--- src/rtl/seg_pkg.sv ---
// Shared constants and types for the 7-segment scan capture block.
// Glyphs are active-low cathode patterns, bit6..bit0 = g..a.
package seg_pkg;

    localparam logic [6:0] SEG_0 = 7'b1000000;
    localparam logic [6:0] SEG_1 = 7'b1111001;
    localparam logic [6:0] SEG_2 = 7'b0100100;
    localparam logic [6:0] SEG_3 = 7'b0110000;
    localparam logic [6:0] SEG_4 = 7'b0011001;
    localparam logic [6:0] SEG_5 = 7'b0010010;
    localparam logic [6:0] SEG_6 = 7'b0000010;
    localparam logic [6:0] SEG_7 = 7'b1111000;
    localparam logic [6:0] SEG_8 = 7'b0000000;
    localparam logic [6:0] SEG_9 = 7'b0010000;
    localparam logic [6:0] SEG_F = 7'b0001110;

    localparam logic [3:0] CODE_F   = 4'hF;
    localparam logic [3:0] CODE_BAD = 4'hE;

    typedef enum logic [1:0] {
        IDLE   = 2'd0,
        SETTLE = 2'd1,
        HOLD   = 2'd2
    } state_t;

endpackage

--- src/rtl/segment_to_code.sv ---
// Combinational decode of an active-low segment pattern back to its digit code.
// Unrecognised patterns yield CODE_BAD with err set.
module segment_to_code
    import seg_pkg::*;
(
    input  logic [6:0] seg,
    output logic [3:0] code,
    output logic       err
);

    // Table lookup from glyph to code; everything else is flagged as bad.
    always_comb begin
        code = CODE_BAD;
        err  = 1'b0;
        case (seg)
            SEG_0:   code = 4'h0;
            SEG_1:   code = 4'h1;
            SEG_2:   code = 4'h2;
            SEG_3:   code = 4'h3;
            SEG_4:   code = 4'h4;
            SEG_5:   code = 4'h5;
            SEG_6:   code = 4'h6;
            SEG_7:   code = 4'h7;
            SEG_8:   code = 4'h8;
            SEG_9:   code = 4'h9;
            SEG_F:   code = CODE_F;
            default: begin
                code = CODE_BAD;
                err  = 1'b1;
            end
        endcase
    end

endmodule

--- src/rtl/seg_scan_capture.sv ---
// Watches a multiplexed active-low 7-segment bus, samples each digit once it
// has been stable for SETTLE_CYCLES, and assembles a frame of digit codes
// delivered on a valid/ready handshake. Frames that complete while the
// previous one is still pending are dropped and flagged with overrun.
module seg_scan_capture
    import seg_pkg::*;
#(
    parameter int NUM_DIGITS    = 4,
    parameter int SETTLE_CYCLES = 16,
    parameter int CNT_W         = 5
) (
    input  logic                    clk,
    input  logic                    rst_n,
    input  logic [NUM_DIGITS-1:0]   an,
    input  logic [6:0]              seg,
    output logic [4*NUM_DIGITS-1:0] frame_digits,
    output logic [NUM_DIGITS-1:0]   frame_err,
    output logic                    frame_valid,
    input  logic                    frame_ready,
    output logic                    overrun
);

    localparam int IDX_W = (NUM_DIGITS > 1) ? $clog2(NUM_DIGITS) : 1;
    localparam logic [CNT_W-1:0] CNT_MAX = CNT_W'(SETTLE_CYCLES - 1);

    // Synchroniser and previous-sample registers (blank = all ones).
    logic [NUM_DIGITS-1:0]       an_m_q, an_s_q;
    logic [6:0]                  seg_m_q, seg_s_q;
    logic [NUM_DIGITS+6:0]       prev_q, prev_d;

    state_t                      state_q, state_d;
    logic [CNT_W-1:0]            cnt_q, cnt_d;
    logic [NUM_DIGITS-1:0][3:0]  slot_code_q, slot_code_d;
    logic [NUM_DIGITS-1:0]       slot_err_q, slot_err_d;
    logic [NUM_DIGITS-1:0]       mask_q, mask_d;
    logic [4*NUM_DIGITS-1:0]     frame_digits_q, frame_digits_d;
    logic [NUM_DIGITS-1:0]       frame_err_q, frame_err_d;
    logic                        frame_valid_q, frame_valid_d;
    logic                        overrun_q, overrun_d;

    logic [NUM_DIGITS-1:0]       an_lo;
    logic                        sel_valid;
    logic [IDX_W-1:0]            idx;
    logic                        changed;
    logic                        capture;
    logic                        mask_full;
    logic                        load;
    logic [3:0]                  dec_code;
    logic                        dec_err;

    segment_to_code u_dec (
        .seg  (seg_s_q),
        .code (dec_code),
        .err  (dec_err)
    );

    // Digit select is legal only with exactly one anode low; idx is its position.
    always_comb begin
        an_lo     = ~an_s_q;
        sel_valid = (an_lo != '0) && ((an_lo & (an_lo - NUM_DIGITS'(1))) == '0);
        idx       = '0;
        for (int i = 0; i < NUM_DIGITS; i++) begin
            if (an_lo[i]) idx = IDX_W'(i);
        end
        prev_d  = {an_s_q, seg_s_q};
        changed = (prev_d != prev_q);
    end

    // Dwell tracking: one capture per stable dwell, counter saturates at the capture point.
    always_comb begin
        state_d = state_q;
        cnt_d   = cnt_q;
        capture = 1'b0;
        case (state_q)
            IDLE: begin
                if (sel_valid) begin
                    state_d = SETTLE;
                    cnt_d   = '0;
                end
            end
            SETTLE: begin
                if (changed) begin
                    cnt_d   = '0;
                    state_d = sel_valid ? SETTLE : IDLE;
                end else if (cnt_q == CNT_MAX) begin
                    capture = 1'b1;
                    state_d = HOLD;
                end else begin
                    cnt_d = cnt_q + CNT_W'(1);
                end
            end
            HOLD: begin
                if (changed) begin
                    cnt_d   = '0;
                    state_d = sel_valid ? SETTLE : IDLE;
                end
            end
            default: begin
                state_d = IDLE;
                cnt_d   = '0;
            end
        endcase
    end

    // Slot update, frame assembly and output handshake.
    always_comb begin
        slot_code_d    = slot_code_q;
        slot_err_d     = slot_err_q;
        mask_d         = mask_q;
        frame_digits_d = frame_digits_q;
        frame_err_d    = frame_err_q;
        frame_valid_d  = frame_valid_q;

        mask_full = &mask_q;
        load      = mask_full && (!frame_valid_q || frame_ready);
        overrun_d = mask_full && !load;

        if (frame_valid_q && frame_ready) frame_valid_d = 1'b0;
        if (load) begin
            frame_digits_d = slot_code_q;
            frame_err_d    = slot_err_q;
            frame_valid_d  = 1'b1;
        end
        if (mask_full) mask_d = '0;
        if (capture) begin
            slot_code_d[idx] = dec_code;
            slot_err_d[idx]  = dec_err;
            mask_d[idx]      = 1'b1;
        end
    end

    // All state registers; asynchronous reset returns the block to a blank, empty state.
    always_ff @(posedge clk or negedge rst_n) begin
        if (!rst_n) begin
            an_m_q         <= '1;
            an_s_q         <= '1;
            seg_m_q        <= '1;
            seg_s_q        <= '1;
            prev_q         <= '1;
            state_q        <= IDLE;
            cnt_q          <= '0;
            slot_code_q    <= '0;
            slot_err_q     <= '0;
            mask_q         <= '0;
            frame_digits_q <= '0;
            frame_err_q    <= '0;
            frame_valid_q  <= 1'b0;
            overrun_q      <= 1'b0;
        end else begin
            an_m_q         <= an;
            an_s_q         <= an_m_q;
            seg_m_q        <= seg;
            seg_s_q        <= seg_m_q;
            prev_q         <= prev_d;
            state_q        <= state_d;
            cnt_q          <= cnt_d;
            slot_code_q    <= slot_code_d;
            slot_err_q     <= slot_err_d;
            mask_q         <= mask_d;
            frame_digits_q <= frame_digits_d;
            frame_err_q    <= frame_err_d;
            frame_valid_q  <= frame_valid_d;
            overrun_q      <= overrun_d;
        end
    end

    assign frame_digits = frame_digits_q;
    assign frame_err    = frame_err_q;
    assign frame_valid  = frame_valid_q;
    assign overrun      = overrun_q;

endmodule

--- config.mk ---
export PLATFORM = sky130hd
export DESIGN_NAME = seg_scan_capture
export DESIGN_NICKNAME = d
export VERILOG_FILES = /design/src/rtl/seg_pkg.sv /design/src/rtl/segment_to_code.sv /design/src/rtl/seg_scan_capture.sv
export SDC_FILE = /design/constraint.sdc
export NUM_CORES = 1
export LEC_CHECK = 0
export ABC_AREA = 1
export BUFFER_PORTS_ARGS = -buffer_cell sky130_fd_sc_hd__buf_2
export CAP_MARGIN = 20
export CORE_MARGIN = 1
export CORE_UTILIZATION = 58
export CTS_BUF_LIST = sky130_fd_sc_hd__clkbuf_16
export CTS_CLUSTER_DIAMETER = 50
export CTS_CLUSTER_SIZE = 16
export DETAILED_ROUTE_END_ITERATION = 6
export GPL_ROUTABILITY_DRIVEN = 0
export HOLD_SLACK_MARGIN = 0.12
export PLACE_DENSITY = 0.78
export SLEW_MARGIN = 20
export SYNTH_ARGS = -nofsm -noshare
export SYNTH_HDL_FRONTEND = slang
export SYNTH_SLANG_ARGS = --single-unit
--- constraint.sdc ---
create_clock -name clk -period 2 [get_ports clk]
set_input_delay 0.1 -clock clk [delete_from_list [all_inputs] [get_ports clk]]
set_output_delay 0.1 -clock clk [all_outputs]
set_load 0.005 [all_outputs]
### Word level (Yosys, flattened, before mapping)

Cells that the tools add are included.

* bits in registers: 86
* output and inout bits: 22
* logic and storage cells: 88

* equality and inequality tests: 18
* reductions and logical operators: 17
* $add $sub $neg: 2
* bitwise logic cells: 3
* mux-type cells: 29
* $lt $le $gt $ge: 2

Operators with widths (number)
* one-hot mux 4 bit (11 select lines): 1
* == test 7 x 5 -> 1 bit (second input constant): 3
* == test 7 bit (second input constant): 3
* two-way mux 5 bit: 4
* bitwise mux 16 bit: 1
* one-hot mux 5 bit (3 select lines): 1
* == test 7 x 6 -> 1 bit (second input constant): 2
* two-way mux 2 bit: 6
* two-way mux 4 bit: 3
* != test 11 bit: 1
* OR reduction 11 bit: 1
* two-way mux 1 bit: 9
* demux 4 bit (select 2 bit): 1
* == test 7 x 2 -> 1 bit (second input constant): 1
* == test 7 x 4 -> 1 bit (second input constant): 1
* logical NOT 7 bit: 1
* != test 3 bit (second input constant): 2
* one-hot mux 2 bit (3 select lines): 1
* AND reduction 3 bit: 2
* adder 5 x 1 -> 5 bit (second input constant): 1
* == test 5 x 4 -> 1 bit (second input constant): 1
* logical AND 1 bit: 5
* bitwise AND 4 bit: 1
* bitwise mux 4 bit: 1
* other kinds (16): 18

### Logic depth before layout (Yosys ltp)

* word-level depth: 10
* gate-level depth with buffers: 11

### Modules after synthesis

From an unflattened synthesis, not the netlist that was laid out.

* cell total of the unflattened synthesis: 405
* area total of the unflattened synthesis: 3603.5 um^2

Modules (own cells, without submodules)
* seg_scan_capture: area an instance 3358.2 um^2, cells an instance 348, instances 1
* segment_to_code: area an instance 245.2 um^2, cells an instance 57, instances 1

### Worst setup path before layout

Ideal clock, no wire load.

* kind: flip-flop to flip-flop
* start point: reg cnt_q[0]
* end point: reg slot_err_q[1]
* cell stages (with the launch flop): 10
* path buffers: 1
* setup time: 65 ps
* clock period less this slack: 1569 ps
* path slack: 431 ps
* data arrival time: 1505 ps
* cell sequence: dfrtp_1 > ha_1 > nand2_1 > nor2_1 > ha_1 > inv_1 > nor2_2 > buf_6 > nand3_1 > nand2_1

* word-level cells in the longest chain between the ends: 4

RTL lines
* from (decl): RTL line seg_scan_capture.sv:32 `logic [CNT_W-1:0] cnt_q, cnt_d;`
* from (signal assigned): RTL line seg_scan_capture.sv:156 `cnt_q <= cnt_d;`
* == test 5 x 4 -> 1 bit: RTL line seg_scan_capture.sv:85 `end else if (cnt_q == CNT_MAX) begin`
* two-way mux 1 bit: RTL line seg_scan_capture.sv:85
* two-way mux 1 bit: RTL line seg_scan_capture.sv:82 `if (changed) begin`
* two-way mux 1 bit: RTL line seg_scan_capture.sv:74 `case (state_q)`
* to (signal assigned): RTL line seg_scan_capture.sv:158 `slot_err_q <= slot_err_d;`
* to (decl): RTL line seg_scan_capture.sv:34 `logic [NUM_DIGITS-1:0] slot_err_q, slot_err_d;`

Every way passes these cells.
A chain may end at the register's enable or synchronous reset.

### Final worst setup path

* start point: reg cnt_q[0]
* end point: reg slot_code_q[14] (netlist bit)

* word-level cells in the longest chain between the ends: 4

RTL lines
* == test 5 x 4 -> 1 bit: RTL line seg_scan_capture.sv:85
* two-way mux 1 bit: RTL line seg_scan_capture.sv:85
* two-way mux 1 bit: RTL line seg_scan_capture.sv:82
* two-way mux 1 bit: RTL line seg_scan_capture.sv:74
* to (signal assigned): RTL line seg_scan_capture.sv:157 `slot_code_q <= slot_code_d;`
* to (decl): RTL line seg_scan_capture.sv:33 `logic [NUM_DIGITS-1:0][3:0] slot_code_q, slot_code_d;`

Every way passes these cells.

==> summary.md <==
| Metric | Value |
|---|---|
| CP Class | reg -> reg |
| Area leader, netlist | dfrtp_1 |
| Post-synth EDFFs | 0 |
| First-pass GRT wire length | 11000 um |
| IO Count | 36 |
| Min-delay worst type | in -> async |
| Final core utilization | a little over 70% |
| Syn. warnings | 0 |
| Row count | 28 |
| Filler cells | about 430 |
| Clock transition at the registers of the reported paths | 0.06 ns |
| R2r setup slk | between 0.15 and 0.2 ns |
| Crit end category | register |
| Fmax | roughly 0.56 GHz |
| Grt ovf | 0 |
| Worst slew pin tran | 0.616 ns |
| DR pass1 iterations | 4 |
| Cell variety after synth | 30 |
| Clk root buf | clkbuf_16 |
| Core area | roughly 6000 um2 |
| P per Cell Area | 856 nW/um2 |
| Die area | 6620 um2 |
| Postcts setup bufs | 0 |
| Seq. cell area | 2190 um2 |
| Synth area leaders | dfrtp_1, dfstp_2, nand2_1 |
| All-Layer GR Usage | roughly 22% |
| Syn Std Cell Area | 3650 um2 |
| Initial DRC Count | approximately 230 |
| CTS tree | yes |
| Wirelength per Cell | between 10 and 15 um |
| # Max-Cap Violations | 0 |
| CP required | 2.27 ns |
| Net count after synthesis | 412 |
| H-tree Lvls | 3 |
| Layout area overhead | 18.9% |
| Largest net degree at the start of global routing | approximately 50 |
| Min cycle time layout | roughly 1.8 ns |
| # port buffers | 35 |
| Worst Path Max Fanout | 20 |
| CP startpoint | cnt_q[0]$_DFFE_PN0P_ |
| Seq/Total Area, Yosys | between 60% and 70% |
| Setup crit end | slot_code_q[14]$_DFFE_PN0P_ |
| Starting Density | 61.0% |
| CTS Buffer Depth | 2 |
| Outcome | finished, final reports clean |
| Period utilization | between 90% and 100% |
| CP Launch Type | register |
| Fraction of layout cells with a size suffix above 1 | around a quarter |
| # nets final | 467 |
| Drt drc | 0 |
| RSZ-0062 raised after global routing | false |
| Clk sinks | 86 |
| FF-to-FF End | slot_code_q[14]$_DFFE_PN0P_ |
| Max rail drop VDD | approximately 0.00065 V |
| Die X | between 80 and 90 um |
| Synth Instances | approximately 400 |
| LEAKAGE | ~2.4 nW |
| Setup violators final | 0 |
| DP HPWL | ~4400 um |
| Antenna Nets Post-Route | 0 |
| Vias in the first global route | between 2000 and 3000 |
| Main synth FF type | dfrtp_1 |
| Cts repair resizes | 0 |
| Hold Vio Cnt, Final | 0 |
| Multi-input gate area | about 1300 um2 |
| Via count | 2713 |
| Setup Skew | 0.00960 ns |
| Yosys top cell area share | a little over a third |
| FFs w/ async S/R, synth | 100% |
| Register bit total from synthesis | 86 |
| Via-to-Cell Ratio | between 5 and 6 |
| Avg Cell Area, Syn | 9.22 um2 |
| Data arrival, critical path | between 2 and 2.5 ns |
| R2R depth | 9 |
| Final setup TNS | 0 ns |
| WL final | around 6500 um |
| DIE HEIGHT | just over 80 um |
| Slew margin rel. | approximately three fifths |
| Initial antenna violation count | 0 |
| Cts bufs inserted | 9 |
| Worst-Skew Late Latency | between 0.3 and 0.4 ns |
| R2r startpoint | cnt_q[0]$_DFFE_PN0P_ |
| Slew Limit Fails | 0 |
| N_diodes | 0 |
-- through the flow --
stage	worst slack, ns	hold slack, ns	instances	area (um2)	power [mW]
finish	0.199	0.277	531	4340	3.72
global route	0.0248	0.331	531	4340	3.87
CTS	0.198	0.284	531	4340	3.75
detailed placement	0.221	0.104	503	3920	2.10
global placement	0.294	0.0951	503	3920	2.09
floorplan	0.431	-0.196	396	3650	2.02
-- registers in the layout, indices dropped and copies added (netlist names), 5 cells and up --
signal        flops
cnt_q             5
frame_digits     16
prev_q           11
seg_m_q           7
seg_s_q           7
slot_code_q      16
-- worst min path at each step --
stage,from,end,slack [ns]
2_1_floorplan,rst_n,cnt_q[0]$_DFFE_PN0P_,-0.20
4_1_cts,frame_ready,frame_valid$_DFFE_PN0P_,0.28
5_1_grt,rst_n,frame_digits[15]$_DFFE_PN0P_,0.33
3_3_place_gp,rst_n,frame_digits[3]$_DFFE_PN0P_,0.1
3_5_place_dp,rst_n,frame_digits[3]$_DFFE_PN0P_,0.10
6_report,rst_n,frame_digits[6]$_DFFE_PN0P_,0.28
-- power by group --
| group | leakage, nW | total [mW] | switching [mW] | internal (mW) |
|---|---|---|---|---|
| registers | 1.09 | 1.85 | 0.0383 | 1.81 |
| clock network | 0.136 | 1.62 | 0.657 | 0.968 |
| logic | 1.15 | 0.240 | 0.159 | 0.0814 |
| total | 2.37 | 3.72 | 0.854 | 2.86 |
-- cell usage after synthesis, drive strengths merged (2+ instances only) --
cell type / n
clkbuf: 3
dfrtp: 53
a21oi: 5
ha: 2
buf: 6
nand3b: 2
nand3: 56
nor2: 26
xnor2: 4
inv: 36
dfstp: 33
o21ai: 4
nor3: 2
nand2: 150
nand4: 8
nor3b: 2
-- cells by family after synthesis --
group	synth area share, %
AO/OA/AOI/OAI	1.44
XOR/XNOR	1.20
adder cells (fa/ha/maj)	0.685
buffers and inverters	5.31
flip-flops	60.1
AND/OR/NAND/NOR	31.3
-- critical path, cell delays in order (launching register included) --
cell and delay (ns):
dfrtp_1 0.40, ha_1 0.20, nand2_1 0.06, nor2_1 0.10, ha_1 0.35, inv_1 0.09
nor2_2 0.10, buf_4 0.22, nand3_1 0.13, nand2_1 0.08
-- cells in the final DEF (no fill, tap or decap), types with 4 or more instances in the layout --
cell type      netlist  routed
nand2_1            145     145
nand3_1             55      55
dfrtp_1             53      53
inv_1               35      35
buf_2                2      34
dfstp_2             33      33
nor2_1              21      21
dlygate4sd3_1        0      12
clkbuf_16            0       9
buf_4                0       6
nand2_2              5       5
nand4_2              5       5
a21oi_1              5       5
xnor2_1              4       4
o21ai_1              4       4
-- metal layers --
metal | GRT usage, % | up-vias | wire length (um)
met1 | 27.8 | 1263 | 2950
met5 | 0 | - | 0
met2 | 36.3 | 71 | 3160
met4 | 10.4 | 0 | 102
met3 | 6.52 | 10 | 267
li1 | - | 1369 | -
-- layout make-up --
type                       count  area share [%]
multi-input combinational    265            29.1
clock inverter                 7            1.70
tap                           75            2.16
timing repair buffer          53            8.18
inverter                      36            3.11
clock buffer                   9            5.19
sequential                    86            50.5
-- repair_timing --
item | CTS | global route
hold endpoints to repair | 49 | 0
hold buffers | 12 | 0
setup endpoints to repair | 0 | 0
Note: power is estimated with default switching activity, not from simulation.
